<file path="config.mk">
export PLATFORM = sky130hd
export DESIGN_NAME = sram_write_buffer
export DESIGN_NICKNAME = d
export VERILOG_FILES = /design/src/rtl/sram_write_buffer.sv
export SDC_FILE = /design/constraint.sdc
export NUM_CORES = 1
export LEC_CHECK = 0
export ABC_AREA = 1
export BUFFER_PORTS_ARGS = -buffer_cell sky130_fd_sc_hd__buf_2
export CORE_MARGIN = 8
export CORE_UTILIZATION = 55
export CTS_BUF_LIST = sky130_fd_sc_hd__clkbuf_2 sky130_fd_sc_hd__clkbuf_4 sky130_fd_sc_hd__clkbuf_8
export DETAILED_ROUTE_END_ITERATION = 16
export GPL_ROUTABILITY_DRIVEN = 0
export PLACE_DENSITY = 0.78
export SLEW_MARGIN = 20
export SYNTH_ARGS = -nofsm -noshare
export SYNTH_HDL_FRONTEND = slang
export SYNTH_SLANG_ARGS = --single-unit
</file>
<file path="constraint.sdc">
create_clock -name clk -period 3.9 [get_ports clk]
set_input_delay 0.195 -clock clk [delete_from_list [all_inputs] [get_ports clk]]
set_output_delay 0.195 -clock clk [all_outputs]
set_load 0.02 [all_outputs]
</file>
<file path="src/rtl/sram_write_buffer.sv">
// Posted-write buffer between the CPU bus and the SRAM controller.
// Writes are queued and drained in order; reads wait for the queue to drain.
module sram_write_buffer #(
  parameter int DEPTH_LOG2 = 2
) (
  input  logic        clk,
  input  logic        reset,
  input  logic [16:0] bus_addr,
  input  logic [31:0] bus_wrdata,
  input  logic [3:0]  bus_bytesel,
  input  logic        bus_wren,
  input  logic        bus_strobe,
  output logic        bus_wait,
  output logic [31:0] bus_rddata,
  output logic [16:0] mem_addr,
  output logic [31:0] mem_wrdata,
  output logic [3:0]  mem_bytesel,
  output logic        mem_wren,
  output logic        mem_strobe,
  input  logic        mem_wait,
  input  logic [31:0] mem_rddata,
  output logic        wb_empty
);
  localparam int DEPTH = 1 << DEPTH_LOG2;
  localparam logic [DEPTH_LOG2:0] FULL_CNT = {1'b1, {DEPTH_LOG2{1'b0}}};

  typedef enum logic [1:0] {IDLE, WRITE, READ} state_t;
  state_t state;

  logic [16:0] fifo_addr [DEPTH];
  logic [31:0] fifo_data [DEPTH];
  logic [3:0]  fifo_bsel [DEPTH];

  logic [DEPTH_LOG2-1:0] wr_ptr, rd_ptr, nx_ptr, src_idx;
  logic [DEPTH_LOG2:0]   count;
  logic full, push, pop, rd_req, rd_done, use_fifo, ld_wr;
  logic [16:0] ld_addr;
  logic [31:0] ld_data;
  logic [3:0]  ld_bsel;

  assign full     = (count == FULL_CNT);
  assign push     = bus_strobe & bus_wren & ~full;
  assign rd_req   = bus_strobe & ~bus_wren;
  assign pop      = (state == WRITE) & ~mem_wait;
  assign rd_done  = (state == READ) & ~mem_wait & rd_req;
  assign nx_ptr   = rd_ptr + 1'b1;

  assign bus_wait   = bus_strobe & (bus_wren ? full : ~rd_done);
  assign bus_rddata = rd_done ? mem_rddata : 32'h0;
  assign wb_empty   = (count == '0) && (state != WRITE);

  // The head entry stays counted until the SRAM accepts it, so the next
  // write to issue is the head (from IDLE) or the entry behind it (from
  // WRITE); when that slot is only being filled this cycle, take the bus.
  always_comb begin
    src_idx  = (state == WRITE) ? nx_ptr : rd_ptr;
    use_fifo = (state == WRITE) ? (|count[DEPTH_LOG2:1]) : (|count);
    ld_wr    = use_fifo | push;
    ld_addr  = use_fifo ? fifo_addr[src_idx] : bus_addr;
    ld_data  = use_fifo ? fifo_data[src_idx] : bus_wrdata;
    ld_bsel  = use_fifo ? fifo_bsel[src_idx] : bus_bytesel;
  end

  always_ff @(posedge clk) begin
    if (push) begin
      fifo_addr[wr_ptr] <= bus_addr;
      fifo_data[wr_ptr] <= bus_wrdata;
      fifo_bsel[wr_ptr] <= bus_bytesel;
    end
  end

  always_ff @(posedge clk) begin
    if (reset) begin
      state       <= IDLE;
      wr_ptr      <= '0;
      rd_ptr      <= '0;
      count       <= '0;
      mem_strobe  <= 1'b0;
      mem_wren    <= 1'b0;
      mem_addr    <= '0;
      mem_wrdata  <= '0;
      mem_bytesel <= '0;
    end else begin
      if (push) wr_ptr <= wr_ptr + 1'b1;
      if (pop)  rd_ptr <= nx_ptr;
      case ({push, pop})
        2'b10:   count <= count + 1'b1;
        2'b01:   count <= count - 1'b1;
        default: ;
      endcase

      case (state)
        IDLE: begin
          if (ld_wr) begin
            mem_addr    <= ld_addr;
            mem_wrdata  <= ld_data;
            mem_bytesel <= ld_bsel;
            mem_wren    <= 1'b1;
            mem_strobe  <= 1'b1;
            state       <= WRITE;
          end else if (rd_req) begin
            mem_addr    <= bus_addr;
            mem_wren    <= 1'b0;
            mem_bytesel <= 4'hF;
            mem_strobe  <= 1'b1;
            state       <= READ;
          end
        end
        WRITE: begin
          if (!mem_wait) begin
            if (ld_wr) begin
              mem_addr    <= ld_addr;
              mem_wrdata  <= ld_data;
              mem_bytesel <= ld_bsel;
            end else begin
              mem_strobe <= 1'b0;
              state      <= IDLE;
            end
          end
        end
        READ: begin
          if (!mem_wait) begin
            mem_strobe <= 1'b0;
            state      <= IDLE;
          end
        end
        default: state <= IDLE;
      endcase
    end
  end
endmodule

</file>
==> flow_summary.json <==
{
  "synth_top_area_share_pct": 53.6,
  "reg2reg_setup_slack_ns": 1.04,
  "multi_input_area_mm2": 0.00360,
  "synthToLayoutAreaGrowth_pct": 21.6,
  "track_usage_pct": 22.3,
  "clk_pin_slew_ns": 0.06,
  "finalInstanceArea_mm2": 0.0144,
  "antenna_found_initial": 1,
  "wl_mm": 29.9,
  "ios": 179,
  "synth.avg_cell_area_um2": 9.44,
  "ys_types": 24,
  "synth_area_mm2": 0.0119,
  "grt_max_degree": 65,
  "htreeDepth": 2,
  "cts_tree": "done",
  "clock_tree.buffer_depth": 3,
  "fmax_mhz": 349,
  "grt_pass1_vias": 9561,
  "dr_wl_met2_mm": 14.8,
  "clkLatencyLatePin_ns": 0.54,
  "synthArstFlopShare_pct": 0,
  "top_layer": "met4",
  "synth.most_common_cell": "nand2_1",
  "cts_resized": 0,
  "fillers": 1583,
  "drive_above_1_share_pct": 19.1,
  "placed_area_mm2": 0.0130,
  "synth-edff-count": 212,
  "relSlewSlack_pct": 26.9,
  "seq_area_frac_synth_pct": 64.4,
  "fp.dieW_um": 163,
  "synthCells": 1258,
  "die_area_mm2": 0.0265,
  "cp_max_fo": 58,
  "initial_core_util_pct": 56.3,
  "dp.cells": 1657,
  "first_pass_iters": 5,
  "clock-root-buffer": "clkbuf_8",
  "vias_per_cell": 5.35,
  "arrival_ns": 3.32,
  "ant_nets": 0,
  "critPathCaptureType": "flip-flop",
  "ys_ff_latch": 276,
  "drc": 0,
  "instances_no_fill": 1793,
  "yosys_most_used_dff": "edfxtp_1",
  "wl_met3_mm": 2.77,
  "io_buffers": 178,
  "ff_latch_area_mm2": 0.00765,
  "cts_setup_buffers": 0,
  "synth_top_area_cell": "edfxtp_1",
  "crit_type": "flip-flop to flip-flop",
  "rows": 53,
  "clkSinkCount": 276,
  "p_per_area_mw_per_mm2": 689,
  "tightestPinTransition_ns": 1.09,
  "yosysWarnings": 0,
  "tns_ns": 0,
  "finalHoldViolations": 0,
  "post-dp-hpwl_mm": 17.5,
  "worst_hold_path_type": "input port to flip-flop",
  "fin_crit_ns": 2.86,
  "core_area_mm2": 0.0211,
  "grt_pass1_wl_mm": 48.0,
  "wire_per_inst_um": 16.6,
  "drtIter0Drc": 875,
  "p_leak_nw": 6.50,
  "routed-via-count": 9593,
  "wl_met1_mm": 11.7,
  "status": "complete, no violations",
  "period_share_pct": 73.4,
  "syn_nets": 1357,
  "postCtsHoldBufs": 53,
  "drv_slew": 0,
  "nNetsFinal": 1580,
  "drv_cap": 0,
  "start_kind": "flip-flop",
  "skew_ns": 0.0233,
  "fp.dieH_um": 163,
  "setup_viol": 0,
  "synth_area_leaders": "edfxtp_1, nand2_1, dfxtp_1, nand3_1, nor2_1",
  "vdd_ir_drop_max_mv": 0.390,
  "rsz0062_at_grt": "false",
  "critical_path_required_ns": 4.36,
  "synth_commonest_cells": "nand2_1, nand3_1, edfxtp_1",
  "numCtsBuffers": 44,
  "overflow": 0
}
## routing by layer
layer | vias up | track usage, %
met4 | 0 | 7.76
met5 | - | 0
met1 | 4501 | 27.0
met3 | 45 | 4.98
met2 | 434 | 38.5
li1 | 4613 | -
## cell families after synthesis
kind of cell / after synthesis / synth area share [%]
DFF: 276 / 64.4
adders and majority gates: 9 / 1.01
AOI/OAI and AO/OA: 47 / 2.08
and+or+nand+nor: 758 / 26.7
buffers and inverters: 168 / 5.78
## flip-flops by register name, summed over array words and instances, names as in the netlist
register,flops
fifo_data,128
fifo_addr,68
mem_wrdata,32
mem_addr,17
fifo_bsel,16
mem_bytesel,4
count,3
rd_ptr,2
state,2
wr_ptr,2
mem_strobe,1
mem_wren,1
## power by group
group | total (W) | switching [W] | internal, W | leakage (nW)
combinational | 0.00378 | 0.00264 | 0.00114 | 3.57
sequential | 0.00371 | 0.000177 | 0.00354 | 2.45
clock | 0.00245 | 0.00110 | 0.00135 | 0.478
## path summary, 6_finish.rpt
check | start | endpoint | cells past startpoint
worst max-delay path | state[1] | mem_addr[0] | 13
worst min-delay path | mem_wait | rd_ptr[0] | 4
worst max register to register | state[1] | mem_addr[0] | 13
worst min register to register | mem_wren | mem_wren | 2
## through the flow
step | power (W) | hold slack [ns] | worst slack (ns) | utilization (%)
after floorplan | 0.00640 | 0.294 | 0.469 | -
after global placement | 0.00739 | 0.425 | 1.21 | 61.7
after detailed placement | 0.00748 | 0.427 | 1.11 | 61.7
after CTS | 0.00998 | 0.0265 | 1.08 | 68.5
after global routing | 0.0106 | 0.0773 | 0.790 | 68.5
final | 0.00994 | 0.0541 | 1.04 | 68.5
## cell usage in the layout (no fill, tap or decap), drive strengths merged
cell type,instances
a21oi,15
a31oi,1
buf,199
clkbuf,69
clkinv,11
clkinvlp,1
dfxtp,64
diode,1
dlygate4sd3,53
edfxtp,212
fa,1
ha,8
inv,94
nand2,357
nand3,239
nand4,2
nor2,158
nor3,2
o21ai,31
## cell type report
type                       count  share of cell area [%]
tap                          275                    2.38
clock inverter                13                   0.442
multi-input combinational    814                    25.0
timing repair buffer         252                    11.1
clock buffer                  69                    5.71
antenna                        1                  0.0173
sequential                   276                    53.0
inverter                      93                    2.42
## critical path, cell delays in order (launching register included)
cell	delay, ns
dfxtp_1	0.33
inv_1	0.09
ha_1	0.52
nand2_4	0.42
nand2_4	0.18
buf_4	0.54
nand2_1	0.14
nand2_1	0.10
nand2_1	0.05
nand2_1	0.08
nand2_1	0.05
nand2_1	0.09
nor2_1	0.04
nor2_1	0.10
(Power assumes the default switching activity.)
